==> src/rtl/vga_timing_gen_if.sv <==
`default_nettype none
// ============================================================================
// Interface : vga_timing_gen_if
// Purpose   : Raster timing outputs (counts, syncs, visible flag, strobes).
// Revision  : 1.0
// ============================================================================
interface vga_timing_gen_if;
    logic [9:0] hCount;
    logic [9:0] vCount;
    logic       bright;
    logic       hSync;
    logic       vSync;
    logic       pix_tick;
    logic       frame_tick;

    modport master (
        output hCount,
        output vCount,
        output bright,
        output hSync,
        output vSync,
        output pix_tick,
        output frame_tick
    );

    modport slave (
        input hCount,
        input vCount,
        input bright,
        input hSync,
        input vSync,
        input pix_tick,
        input frame_tick
    );
endinterface
`default_nettype wire

==> src/rtl/vga_timing_gen.sv <==
`default_nettype none
// ============================================================================
// Module   : vga_timing_gen
// Purpose  : VGA raster timing: pixel divider, h/v counters, zero-skew syncs.
//            frame_tick is generated only when VGA_FRAME_TICK_EN is defined.
// Revision : 1.0
// ============================================================================
module vga_timing_gen #(
    parameter int H_VISIBLE = 640,
    parameter int H_FRONT   = 16,
    parameter int H_SYNC    = 96,
    parameter int H_BACK    = 48,
    parameter int V_VISIBLE = 480,
    parameter int V_FRONT   = 10,
    parameter int V_SYNC    = 2,
    parameter int V_BACK    = 33,
    parameter int PIX_DIV   = 4
) (
    input  wire              clk,
    input  wire              reset,
    vga_timing_gen_if.master vga
);

    localparam int c_H_TOTAL = H_VISIBLE + H_FRONT + H_SYNC + H_BACK;
    localparam int c_V_TOTAL = V_VISIBLE + V_FRONT + V_SYNC + V_BACK;
    localparam int c_DIV_W   = (PIX_DIV > 1) ? $clog2(PIX_DIV) : 1;

    localparam logic [c_DIV_W-1:0] c_DIV_LAST = c_DIV_W'(PIX_DIV - 1);
    localparam logic [c_DIV_W-1:0] c_DIV_ONE  = c_DIV_W'(1);

    localparam logic [9:0] c_H_LAST     = 10'(c_H_TOTAL - 1);
    localparam logic [9:0] c_V_LAST     = 10'(c_V_TOTAL - 1);
    localparam logic [9:0] c_H_VIS      = 10'(H_VISIBLE);
    localparam logic [9:0] c_V_VIS      = 10'(V_VISIBLE);
    localparam logic [9:0] c_HS_START   = 10'(H_VISIBLE + H_FRONT);
    localparam logic [9:0] c_HS_END     = 10'(H_VISIBLE + H_FRONT + H_SYNC);
    localparam logic [9:0] c_VS_START   = 10'(V_VISIBLE + V_FRONT);
    localparam logic [9:0] c_VS_END     = 10'(V_VISIBLE + V_FRONT + V_SYNC);
    localparam logic       c_BRIGHT_RST = (H_VISIBLE > 0) && (V_VISIBLE > 0);

    logic [c_DIV_W-1:0] r_div;
    logic [c_DIV_W-1:0] w_div_next;
    logic               r_pix_tick;
    logic [9:0]         r_h;
    logic [9:0]         r_v;
    logic [9:0]         w_h_next;
    logic [9:0]         w_v_next;
    logic               w_h_wrap;
    logic               w_v_wrap;
    logic               w_bright_next;
    logic               w_hsync_next;
    logic               w_vsync_next;
    logic               r_bright;
    logic               r_hsync;
    logic               r_vsync;

    // Counters advance at the edge that closes the cycle in which pix_tick is high.
    always_comb begin
        w_div_next = (r_div == c_DIV_LAST) ? '0 : r_div + c_DIV_ONE;
        w_h_wrap   = (r_h == c_H_LAST);
        w_v_wrap   = (r_v == c_V_LAST);
        w_h_next   = r_h;
        w_v_next   = r_v;
        if (r_pix_tick) begin
            w_h_next = w_h_wrap ? '0 : r_h + 10'd1;
            if (w_h_wrap) begin
                w_v_next = w_v_wrap ? '0 : r_v + 10'd1;
            end
        end
    end

    // Decoding from the next-state counts keeps the registered flags aligned with the counts.
    always_comb begin
        w_bright_next = (w_h_next < c_H_VIS) && (w_v_next < c_V_VIS);
        w_hsync_next  = !((w_h_next >= c_HS_START) && (w_h_next < c_HS_END));
        w_vsync_next  = !((w_v_next >= c_VS_START) && (w_v_next < c_VS_END));
    end

    always_ff @(posedge clk) begin
        if (!reset) begin
            r_div      <= '0;
            r_pix_tick <= 1'b0;
            r_h        <= '0;
            r_v        <= '0;
            r_bright   <= c_BRIGHT_RST;
            r_hsync    <= 1'b1;
            r_vsync    <= 1'b1;
        end else begin
            r_div      <= w_div_next;
            r_pix_tick <= (w_div_next == c_DIV_LAST);
            r_h        <= w_h_next;
            r_v        <= w_v_next;
            r_bright   <= w_bright_next;
            r_hsync    <= w_hsync_next;
            r_vsync    <= w_vsync_next;
        end
    end

`ifdef VGA_FRAME_TICK_EN
    logic r_frame_tick;

    // Counts hold at (0, V_VISIBLE) for PIX_DIV clks; only the entering advance strobes.
    always_ff @(posedge clk) begin
        if (!reset) begin
            r_frame_tick <= 1'b0;
        end else begin
            r_frame_tick <= r_pix_tick && w_h_wrap && (w_v_next == c_V_VIS);
        end
    end

    assign vga.frame_tick = r_frame_tick;
`else
    assign vga.frame_tick = 1'b0;
`endif

    assign vga.hCount   = r_h;
    assign vga.vCount   = r_v;
    assign vga.bright   = r_bright;
    assign vga.hSync    = r_hsync;
    assign vga.vSync    = r_vsync;
    assign vga.pix_tick = r_pix_tick;

endmodule
`default_nettype wire

==> src/flat_wrapper.sv <==
// flat-port wrapper written by rule: the top's interface ports become plain ports
module vga_timing_gen_flat 
#(
    parameter int H_VISIBLE = 640,
    parameter int H_FRONT   = 16,
    parameter int H_SYNC    = 96,
    parameter int H_BACK    = 48,
    parameter int V_VISIBLE = 480,
    parameter int V_FRONT   = 10,
    parameter int V_SYNC    = 2,
    parameter int V_BACK    = 33,
    parameter int PIX_DIV   = 4
)
  (clk, reset, vga_hCount, vga_vCount, vga_bright, vga_hSync, vga_vSync, vga_pix_tick, vga_frame_tick);
  vga_timing_gen_if vga_i ();
  input  wire clk;
  input  wire reset;
  output wire logic [$bits(vga_i.hCount)-1:0] vga_hCount;
  output wire logic [$bits(vga_i.vCount)-1:0] vga_vCount;
  output wire logic [$bits(vga_i.bright)-1:0] vga_bright;
  output wire logic [$bits(vga_i.hSync)-1:0] vga_hSync;
  output wire logic [$bits(vga_i.vSync)-1:0] vga_vSync;
  output wire logic [$bits(vga_i.pix_tick)-1:0] vga_pix_tick;
  output wire logic [$bits(vga_i.frame_tick)-1:0] vga_frame_tick;
  assign vga_hCount = vga_i.hCount;
  assign vga_vCount = vga_i.vCount;
  assign vga_bright = vga_i.bright;
  assign vga_hSync = vga_i.hSync;
  assign vga_vSync = vga_i.vSync;
  assign vga_pix_tick = vga_i.pix_tick;
  assign vga_frame_tick = vga_i.frame_tick;
  vga_timing_gen #(.H_VISIBLE(H_VISIBLE), .H_FRONT(H_FRONT), .H_SYNC(H_SYNC), .H_BACK(H_BACK), .V_VISIBLE(V_VISIBLE), .V_FRONT(V_FRONT), .V_SYNC(V_SYNC), .V_BACK(V_BACK), .PIX_DIV(PIX_DIV)) u_core (.clk(clk), .reset(reset), .vga(vga_i));
endmodule
==> config.mk <==
export PLATFORM = sky130hd
export DESIGN_NAME = vga_timing_gen_flat
export DESIGN_NICKNAME = d
export VERILOG_FILES = /design/src/rtl/vga_timing_gen_if.sv /design/src/rtl/vga_timing_gen.sv /design/src/flat_wrapper.sv
export SDC_FILE = /design/constraint.sdc
export NUM_CORES = 1
export LEC_CHECK = 0
export BUFFER_PORTS_ARGS = -buffer_cell sky130_fd_sc_hd__buf_4
export CORE_MARGIN = 1
export CORE_UTILIZATION = 58
export CTS_CLUSTER_SIZE = 20
export DETAILED_ROUTE_END_ITERATION = 16
export PLACE_DENSITY = 0.83
export SYNTH_ARGS = -nofsm -noshare
export SYNTH_HDL_FRONTEND = slang
export SYNTH_SLANG_ARGS = --single-unit
==> constraint.sdc <==
create_clock -name clk -period 4.29 [get_ports clk]
set_input_delay 0 -clock clk [delete_from_list [all_inputs] [get_ports clk]]
set_output_delay 0 -clock clk [all_outputs]
set_load 0.02 [all_outputs]
# Word level (Yosys, flattened, before mapping)

Index checks and enable logic that the tools add are counted.

Output and inout bits: 25
Logic and storage cells: 31
Bits in registers: 26

Reduce and logical (&&, ||, !) cells: 5
Mux-type cells: 6
Add/sub/neg operators: 3
Equal/unequal tests: 4
Order comparisons: 6

Operators by type and width:

| cell                    | number |
|---|---|
| $mux W10                | 5 |
| $add A10 B1 Y10 const B | 2 |
| $eq A10 B10 Y1 const B  | 2 |
| $lt A10 B10 Y1 const B  | 2 |
| $lt A10 B9 Y1 const B   | 2 |
| $ge A10 B10 Y1 const B  | 1 |
| $ge A10 B9 Y1 const B   | 1 |
| $eq A2 B2 Y1 const B    | 2 |
| $logic_and A1 B1 Y1     | 3 |
| $add A2 B1 Y2 const B   | 1 |
| $logic_not A1 Y1        | 2 |
| $mux W2                 | 1 |

# Depth between registers and ports, before layout

Gate-level depths: netlist of the first run.

Depth after elaboration: 7
Mapped depth: 8
Mapped depth without buffers: 7

# Least setup slack after synthesis of the first run

OpenSTA, ideal clock, no wires.

Kind: reg2reg
Start point: reg u_core.r_h[0], in the netlist u_core.vga.hCount[0]
End point: reg u_core.r_vsync, in the netlist u_core.vga.vSync
Required time: 4.157 ns
Path buffers: 2
Data arrival time: 1.975 ns
Path slack: 2.182 ns
Stages on the path, launching flop included: 9
Cells stage by stage: dfxtp_1 -> ha_1 -> and4_1 -> buf_6 -> and4_1 -> buf_6 -> o211ai_1 -> a2111oi_0 -> nand4_1

Word-level cells in the longest chain between the ends: 6
Elaborated cells between the ends (all ways): 7
Those cells by class: order compare (2); eq/ne (1); mux (2); reduce/logical (2)

RTL lines:

| item                                           | line                 | RTL |
|---|---|---|
| start: declaration                             | vga_timing_gen.sv:44 | `logic [9:0] r_h;` |
| start signal: assignment                       | vga_timing_gen.sv:91 | `r_h <= w_h_next;` |
| $eq A10 B10 Y1 *                               | vga_timing_gen.sv:60 | `w_h_wrap = (r_h == c_H_LAST);` |
| $mux W10 *                                     | vga_timing_gen.sv:66 | `if (w_h_wrap) begin` |
| $mux W10 *                                     | vga_timing_gen.sv:64 | `if (r_pix_tick) begin` |
| $ge A10 B9 Y1 or $lt A10 B9 Y1 (tied branches) | vga_timing_gen.sv:76 | `w_vsync_next = !((w_v_next >= c_VS_START) && (w_v_next < c_VS_END));` |
| $logic_and A1 B1 Y1 *                          | vga_timing_gen.sv:76 |  |
| $logic_not A1 Y1 *                             | vga_timing_gen.sv:76 |  |
| end signal: assignment                         | vga_timing_gen.sv:95 | `r_vsync <= w_vsync_next;` |
| end: declaration                               | vga_timing_gen.sv:55 | `logic r_vsync;` |

Mark *: on every way between the ends. The rest lies on a longest branch, timed or not.
A chain may end at the register's enable or synchronous reset.

# Final worst setup path of the first run

Ends and elaborated chain as after synthesis.

==> results of run 1 <==
==> metrics by stage <==
stage | instances | utilization (%) | hold WS (ns) | worst slack [ns]
after floorplan | 177 | - | 0.118 | 2.18
after global placement | 219 | 70.4 | 0.288 | 1.90
after detailed placement | 219 | 70.4 | 0.295 | 1.78
after CTS | 224 | 72.4 | 0.465 | 1.69
after global routing | 224 | 72.4 | 0.503 | 1.52
final | 224 | 72.4 | 0.458 | 1.62
==> logic make-up after synthesis <==
logic type | count (synthesis) | share of synthesized area [%]
compound gates | 35 | 17.2
xor+xnor | 10 | 5.99
fa+ha+maj | 5 | 4.28
buf+inv | 20 | 6.85
flops | 26 | 35.6
mux | 2 | 1.37
other cells | 1 | 0.257
simple gates | 78 | 28.4
==> final timing paths <==
kind / startpoint / endpoint / slack (ns) / depth (start not counted)
hold reg to reg: u_core.r_div[0] / u_core.r_div[0] / 0.46 / 1
setup / recovery: u_core.vga.hCount[0] / u_core.vga.vSync / 1.62 / 6
setup reg to reg: u_core.vga.hCount[0] / u_core.vga.vSync / 1.62 / 6
hold / removal: u_core.r_div[0] / u_core.r_div[0] / 0.46 / 1
==> cell usage in the layout, fill, tap and decap left out, types with 5 or more instances in the layout <==
| cell | n |
|---|---|
| nand3_1 | 10 |
| ha_1 | 5 |
| o21ai_0 | 6 |
| buf_4 | 25 |
| nand4_1 | 9 |
| nor3_1 | 5 |
| a21oi_1 | 5 |
| xor2_1 | 6 |
| nor2_1 | 21 |
| dfxtp_1 | 26 |
| nand2_1 | 10 |
| inv_1 | 9 |
==> flip-flops by register name, summed over array words and instances, names as in the netlist <==
signal,flops
u_core.vga.pix_tick,1
u_core.vga.hCount,10
u_core.vga.vSync,1
u_core.r_div,2
u_core.vga.vCount,10
u_core.vga.bright,1
u_core.vga.hSync,1
==> layout make-up <==
| type | instances | area, um^2 |
|---|---|---|
| multi-input cells | 131 | 841 |
| fillers | 198 | 633 |
| flip-flops and latches | 26 | 520 |
| repair buffers | 26 | 198 |
| clock buffers | 4 | 36.3 |
| well taps | 28 | 35.0 |
| inverters | 9 | 33.8 |
==> worst max-delay path, cell delays in order (launching register included) <==
cell and delay (ns):
dfxtp_1 0.43, ha_1 0.26, and4_1 0.44, and4_1 0.48
o211ai_1 0.16, a2111oi_0 0.60, nand4_1 0.17
==> power by group through the flow <==
stage	logic [mW]	clock network [mW]	registers [mW]
final	0.0242	0.126	0.251
after detailed placement	0.0234	0	0.257
after floorplan	0.0145	0	0.258
after CTS	0.0244	0.126	0.251
after global placement	0.0224	0	0.256
after global routing	0.0269	0.133	0.252
==> metal layers <==
layer | up-vias | routed length (um)
li1 | 690 | -
met1 | 650 | 1630
met2 | 46 | 1550
met3 | 4 | 149
met4 | 0 | 25
met5 | - | 0
==> results.yml, run 1 <==
power_and_ir_drop:
  netSwitchingPower_mw: 0.0932
  combPwrFrac_pct: 6.0
  cellLeakagePower_nw: 0.635
  p_int_mw: 0.308
  clockPowerShare_pct: 31.3
  power_density_nw_per_um2: 241
  p_seq_share_pct: 62.7
  sw_frac_of_total_pct: 23.2
  ir_drop_mv: 0.176
  totalPowerFinal_mw: 0.401
cts:
  cts_made_buffers: 3
  post_cts_buffers: 0
  cts.clk_slew.worst_paths_ns: 0.14
  htreeDepth: 1
  clock-sinks: 26
  clockRootBuffer: "clkbuf_4"
  holdBufCountCts: 1
  insertion_delay_ns: 0.32
  clock_path_buffers: 2
  cts_tree: "done"
  post_cts_resized: 0
synthesis:
  syn_inst: 177
  ys_top_cells_by_area: "dfxtp_1 36%, nor2_1 5.4%, ha_1 4.3%"
  synth.top_cells.by_count: "26 x dfxtp_1, 21 x nor2_1, 10 x nand2_1, 10 x nand3_1"
  yosysUniqueCellTypes: 45
  yosysTopAreaCell: "dfxtp_1"
  ys_seq_elements: 26
  syn_area_per_cell_um2: 8.26
  yosysSeqAreaShare_pct: 35.6
  yosys_warnings: 0
  synth_edf_count: 0
  async_flop_share_pct: 0
  yosys.cell_count.top_type: "dfxtp_1"
  synth_top_area_share_pct: 35.6
  syn-cell-area_um2: 1460
  synthFlopType: "dfxtp_1"
  synth_fp_nets: 184
sta:
  finalSetupViolations: 0
  slew_headroom_pct: 60.7
  period_needed_ns: 2.67
  fmax_mhz: 374
  slew_viol_final: 0
  post-route-period-util_pct: 62.3
  rsz0062_at_grt: "false"
  clock_skew_ns: 0.00422
  worst_pin_slew_ns: 0.575
  final_hold_viol_count: 0
  fin_tns_setup_ns: 0
global_route:
  grt_use_met1_pct: 38.1
  grt_use_met3_pct: 3.77
  grt.busiest_layer: "met2"
  met2_usage_pct: 44.2
  grt_max_degree: 15
  grt_pass1_vias: 1280
  grtUsageTotal_pct: 27.6
  antenna_found_initial: 0
  grt_pass1_wl_mm: 5.67
  grt_remaining_overflow: 0
cells_and_area:
  fin_nets: 204
  syn_to_final_growth_pct: 13.9
  antennaDiodeCount: 0
  layout-drive-gt1-share_pct: 17.3
  design_area_um2: 1660
route:
  vias_per_cell: 6.21
  wirelength_mm: 3.35
  routedWlPerCell_um: 15.0
  route.detailed.drc: 0
  dr.pass1.iters: 4
  ant_nets: 0
  drtIter0Drc: 43
  vias: 1390
run_status:
  outcome: "finished, final reports clean"
die:
  die_w_um: 52.2
  dieArea_um2: 2720
  die_h_um: 52.2
  rows: 17
  io_pins: 27
  core_area_um2: 2300
  start_util_pct: 63.6
setup_path:
  cp.required_ns: 4.49
  cp_data_arrival_time_ns: 2.87
  end_kind: "flip-flop"
  crit_fanout: 11
  cp-start-kind: "flip-flop"
  path_class: "reg2reg"
placement:
  post_dp_cell_area_um2: 1620
  io_buffer_count: 25
  gp_congestion: 0.969
  dp_hpwl_mm: 2.44
job:
  maxCapViolations: 0
hold_path:
  hp-class: "reg2reg"
Power figures use the tool's default switching activity.
==> run 2: changes to the inputs <==
- CORE_UTILIZATION: 58 -> 49
- PLACE_DENSITY: 0.83 -> 0.74
- clock period: 4.29 -> 2.3 ns (I/O delays scaled with it)
==> run 2 against run 1 <==
Against the previous run: sequential share of layout area down 1.5 points; first-iteration DRC count increased by 56%; critical path depth did not move; count of clock-buffer cells in the layout shrank 1.
==> results.yml, run 2 (same netlist as run 1, synthesis figures left out) <==
run_status:
  outcome: "finished, final reports clean"
cts:
  cts.clk_slew.worst_paths_ns: 0.15
  cts_made_buffers: 3
  insertion_delay_ns: 0.33
  htreeDepth: 1
  clock-sinks: 26
  cts_tree: "done"
  clock_path_buffers: 2
  clockRootBuffer: "clkbuf_4"
sta:
  final_hold_viol_count: 0
  rsz0062_at_grt: "false"
  fmax_mhz: 475
  post-route-period-util_pct: 91.6
  period_needed_ns: 2.11
  fin_tns_setup_ns: 0
  slew_viol_final: 0
  clock_skew_ns: 0.00255
  finalSetupViolations: 0
  worst_slack_ns: 0.193
die:
  start_util_pct: 52.5
  core_area_um2: 2780
  dieArea_um2: 3200
  die_h_um: 56.6
  die_w_um: 56.6
  io_pins: 27
  rows: 19
route:
  routedWlPerCell_um: 14.4
  vias: 1397
  vias_per_cell: 5.94
  dr.pass1.iters: 4
  drtIter0Drc: 67
  ant_nets: 0
  route.detailed.drc: 0
  wirelength_mm: 3.39
global_route:
  antenna_found_initial: 0
  grtUsageTotal_pct: 22.2
  grt_pass1_vias: 1242
  grt_max_degree: 16
  met2_usage_pct: 32.9
  grt.busiest_layer: "met1"
  grt_remaining_overflow: 0
  grt_pass1_wl_mm: 5.71
  grt_use_met1_pct: 33.5
  grt_use_met3_pct: 2.07
cells_and_area:
  area.sequential_um2: 520
  multiInputGateArea_um2: 842
  fin_nets: 212
  syn_to_final_growth_pct: 19.4
  antennaDiodeCount: 0
  layout-drive-gt1-share_pct: 20.6
  final_common_cell: "buf_4"
  final_cells: 235
  design_area_um2: 1750
  final_cell_mix: "33 x buf_4, 26 x dfxtp_1, 21 x nor2_1"
  nFillCells: 236
placement:
  dp.cells: 230
  post_dp_cell_area_um2: 1680
  dp_slack_ns: 0.186
  io_buffer_count: 25
  gp_congestion: 0.847
  dp_hpwl_mm: 2.49
setup_path:
  path_class: "reg2reg"
  reg2reg_slack_ns: 0.19
  cp-start-kind: "flip-flop"
  crit_fanout: 7
  cp.required_ns: 2.52
  cp_data_arrival_time_ns: 2.32
  end_kind: "flip-flop"
power_and_ir_drop:
  totalPowerFinal_mw: 0.837
  cellLeakagePower_nw: 0.683
  power_density_nw_per_um2: 480
  ir_drop_mv: 0.404
hold_path:
  hp-class: "in2reg"
job:
  maxCapViolations: 0
==> run 2: final timing paths <==
path	start	cells past startpoint	to
worst max-delay path	u_core.vga.hCount[0]	6	u_core.vga.vSync
worst min-delay path	reset	3	u_core.vga.pix_tick
worst max register to register	u_core.vga.hCount[0]	6	u_core.vga.vSync
worst min register to register	u_core.r_div[0]	1	u_core.r_div[0]
==> run 2: power breakdown <==
part / switching [mW] / total [mW] / internal, mW / leakage [nW]
logic: 0.0291 / 0.0489 / 0.0198 / 0.445
clock network: 0.144 / 0.321 / 0.176 / 0.0279
registers: 0.00797 / 0.467 / 0.459 / 0.210
total: 0.181 / 0.837 / 0.656 / 0.683
==> run 2: critical path: stages (launching register included) <==
cell and delay [ns]:
dfxtp_1 0.44, ha_1 0.25, and4_1 0.25, and4_1 0.34, o211ai_1 0.12, a2111oi_1 0.46, nand4_1 0.15
==> run 2: metrics by stage <==
| stage | util (%) | hold slack, ns |
|---|---|---|
| after CTS | 62.7 | 0.464 |
| final | 62.8 | 0.467 |
| after global routing | 62.8 | 0.472 |
| after detailed placement | 60.5 | 0.274 |
| after global placement | 60.5 | 0.272 |
| after floorplan | - | 0.118 |
==> run 2: cell type report <==
| type | instances | share of cell area (%) |
|---|---|---|
| Multi-Input combinational cell | 131 | 48.2 |
| Sequential cell | 26 | 29.8 |
| Timing Repair Buffer | 34 | 14.8 |
| Tap cell | 31 | 2.22 |
| Inverter | 9 | 1.94 |
| Clock inverter | 1 | 1.72 |
| Clock buffer | 3 | 1.29 |
==> run 2: layer usage <==
metal / part of all wire, % / vias to the layer above / routed length, um
met4: 1.1 / 0 / 38
met3: 4.2 / 5 / 144
li1: - / 695 / -
met2: 45 / 43 / 1540
met1: 49 / 654 / 1670
met5: 0 / - / 0
==> run 2: what timing repair did <==
item                                   in CTS  in global routing
hold buffers                                1                  0
endpoints found under the hold margin       4                  0
setup buffers                               0                  0
resized for setup                           0                  1
setup endpoints to repair                   0                  1
==> run 3: changes to the inputs <==
- ABC_AREA: not set -> 1
- CORE_UTILIZATION: 49 -> 50
- GPL_TIMING_DRIVEN: not set -> 0
- PLACE_DENSITY: 0.74 -> 0.75
==> run 3 against run 2 <==
Against the previous run: the run now ends with design-rule violations left; utilization is 0.078 points lower; global-route usage is 0.81 points lower; first-iteration DRC count is 12% higher; synthesized area is 5.8% higher; power is 14% lower; sequential cell count stayed put; combinational power is 12% higher; sequential share of layout area is 0.71 points lower; maximum frequency is 9.3% higher; final cell count is 28% higher; clock skew is 0.0073 ns higher; largest cell class unchanged; largest power group unchanged.
==> results.yml, run 3 <==
power_and_ir_drop:
  power_density_nw_per_um2: 403
  p_int_mw: 0.540
  clockPowerShare_pct: 27.0
  sw_frac_of_total_pct: 25.0
  cellLeakagePower_nw: 0.883
  totalPowerFinal_mw: 0.720
  p_seq_share_pct: 65.4
  ir_drop_mv: 0.281
  combPwrFrac_pct: 7.6
  netSwitchingPower_mw: 0.180
setup_path:
  cp_num_buf_inv: 1
  crit_chain: "ha_1 -> nand2_1 -> nor2_4 -> nand2_2 -> nor3_4 -> buf_6 -> nand4_2 -> nand2_1 -> nand2_1 -> nor2_1 -> nand2_1"
  path_class: "reg2reg"
  crit_fanout: 10
  cp.required_ns: 2.53
  path_depth: 11
  end_kind: "flip-flop"
  crit_path_top_delay_cell: "dfxtp_1"
  cpMostUsedCell: "nand2_1"
  r2r-end: "u_core.vga.vSync"
  crit_end: "u_core.vga.vSync"
  setup.worst_path.start: "u_core.vga.hCount[0]"
  ff2ff_path_depth: 11
  cp-start-kind: "flip-flop"
  worstReg2RegStart: "u_core.vga.hCount[0]"
  reg2reg_slack_ns: 0.37
  critPathTopFamily: "simple AND/OR/NAND/NOR gates"
  slowest_delay_ns: 0.47
  cp_data_arrival_time_ns: 2.16
synthesis:
  synth.top_cells.by_count: "64 x nand2_1, 43 x nor2_1, 39 x inv_1"
  syn_area_per_cell_um2: 6.36
  yosysTopAreaCell: "dfxtp_1"
  yosys.cell_count.top_type: "nand2_1"
  synthMuxAreaShare_pct: 0
  yosysSeqAreaShare_pct: 33.7
  ys_seq_elements: 26
  synthAdderAreaFrac_pct: 4.05
  yosysUniqueCellTypes: 27
  synth_compound_area_share_pct: 4.45
  synth-simple-area-share_pct: 44.2
  syn_inst: 243
  ys_top_cells_by_area: "dfxtp_1 34%, nand2_1 16%, nor2_1 10%"
  syn-cell-area_um2: 1550
  synth_fp_nets: 250
  yosys.area_share.xor_xnor_pct: 1.70
  synth_edf_count: 0
  synth_top_family_by_area: "simple AND/OR/NAND/NOR gates"
  yosys_warnings: 0
  synthFlopType: "dfxtp_1"
  synth_top_area_share_pct: 33.7
  async_flop_share_pct: 0
hold_path:
  hp-class: "in2reg"
  hold_start: "reset"
sta:
  holdWs_ns: 0.0205
  fmax_mhz: 518
  finalSetupViolations: 0
  fin_tns_setup_ns: 0
  post-route-period-util_pct: 83.9
  worst_pin_slew_ns: 0.555
  rsz0062_at_grt: "false"
  period_needed_ns: 1.93
  clock_skew_ns: 0.00987
  slew_viol_final: 0
  final_hold_viol_count: 0
  slew_headroom_pct: 63.0
die:
  core_area_um2: 2850
  io_pins: 27
  start_util_pct: 54.2
  dieArea_um2: 3320
  rows: 19
  die_w_um: 57.6
  die_h_um: 57.6
placement:
  io_buffer_count: 24
  dp_hpwl_mm: 2.70
  gp_congestion: 0.889
  post_dp_cell_area_um2: 1770
cells_and_area:
  antennaDiodeCount: 0
  design_area_um2: 1790
  final_cell_mix: "64 x nand2_1, 43 x nor2_1, 39 x inv_1"
  syn_to_final_growth_pct: 15.6
  final_common_cell: "nand2_1"
  fin_util_pct: 62.7
  fin_nets: 279
  layout-drive-gt1-share_pct: 14.8
cts:
  cts.clk_slew.worst_paths_ns: 0.14
  clock_path_buffers: 2
  post_cts_resized: 0
  post_cts_buffers: 0
  clockRootBuffer: "clkbuf_4"
  holdBufCountCts: 0
  insertion_delay_ns: 0.32
  cts_tree: "done"
  htreeDepth: 1
  clock-sinks: 26
  cts_made_buffers: 3
route:
  dr.pass1.iters: 10
  wirelength_mm: 3.46
  vias: 1505
  ant_nets: 0
  drtIter0Drc: 75
  route.detailed.drc: 2
  vias_per_cell: 5.00
  routedWlPerCell_um: 11.5
global_route:
  grt_pass1_vias: 1220
  grt_max_degree: 14
  grt_pass1_wl_mm: 5.57
  grtUsageTotal_pct: 21.4
  antenna_found_initial: 0
  grt_remaining_overflow: 0
run_status:
  violations: "design-rule violations"
  outcome: "finished, violations left"
job:
  maxCapViolations: 0
run 3: metrics by stage:
stage	std cells	setup slack, ns
6_report	301	0.371
5_1_grt	301	0.214
2_1_floorplan	243	0.505
4_1_cts	301	0.373
3_3_place_gp	298	0.385
3_5_place_dp	298	0.399
run 3: cells by family after synthesis:
| group | Yosys count |
|---|---|
| flops | 26 |
| fa+ha+maj | 5 |
| other cells | 1 |
| buf+inv | 45 |
| compound gates | 11 |
| xor+xnor | 3 |
| simple gates | 152 |
run 3: how the worst min path moves through the flow:
| stage | endpoint | slack (ns) | cells past startpoint |
|---|---|---|---|
| floorplan | u_core.vga.hSync | 0.28 | 2 |
| global placement | u_core.vga.hSync | 0.35 | 2 |
| detailed placement | u_core.vga.hSync | 0.35 | 2 |
| CTS | u_core.vga.hSync | 0.007 | 2 |
| global route | u_core.vga.hSync | 0.03 | 2 |
| finish | u_core.vga.hSync | 0.02 | 2 |
run 3: area by class of cell:
class	instances	area [um^2]
fillers	303	1060
multi-input cells	172	845
flip-flops and latches	26	520
repair buffers	24	180
inverters	39	146
well taps	31	38.8
plain buffers	6	35.0
clock buffers	3	22.5
run 3: power groups by stage:
| stage | combinational [mW] | sequential [mW] | clock (mW) |
|---|---|---|---|
| final | 0.0548 | 0.470 | 0.195 |
| after global routing | 0.0615 | 0.472 | 0.217 |
| after CTS | 0.0553 | 0.471 | 0.201 |
| after detailed placement | 0.0551 | 0.480 | 0 |
| after global placement | 0.0533 | 0.480 | 0 |
| after floorplan | 0.0327 | 0.483 | 0 |
run 3: per-layer routing:
metal	share of wire (%)	global-route usage, %	vias up
met5	0	0	-
met4	0.55	6.27	0
met3	5.1	2.01	2
met2	42	29.9	37
met1	53	34.4	658
li1	-	-	808
run 3: worst register-to-register path, cell delays in order, from the launching register on:
cell	delay (ns)
dfxtp_1	0.47
ha_1	0.27
nand2_1	0.11
nor2_4	0.11
nand2_2	0.08
nor3_4	0.19
buf_6	0.18
nand4_2	0.09
nand2_1	0.09
nand2_1	0.10
nor2_1	0.10
nand2_1	0.06
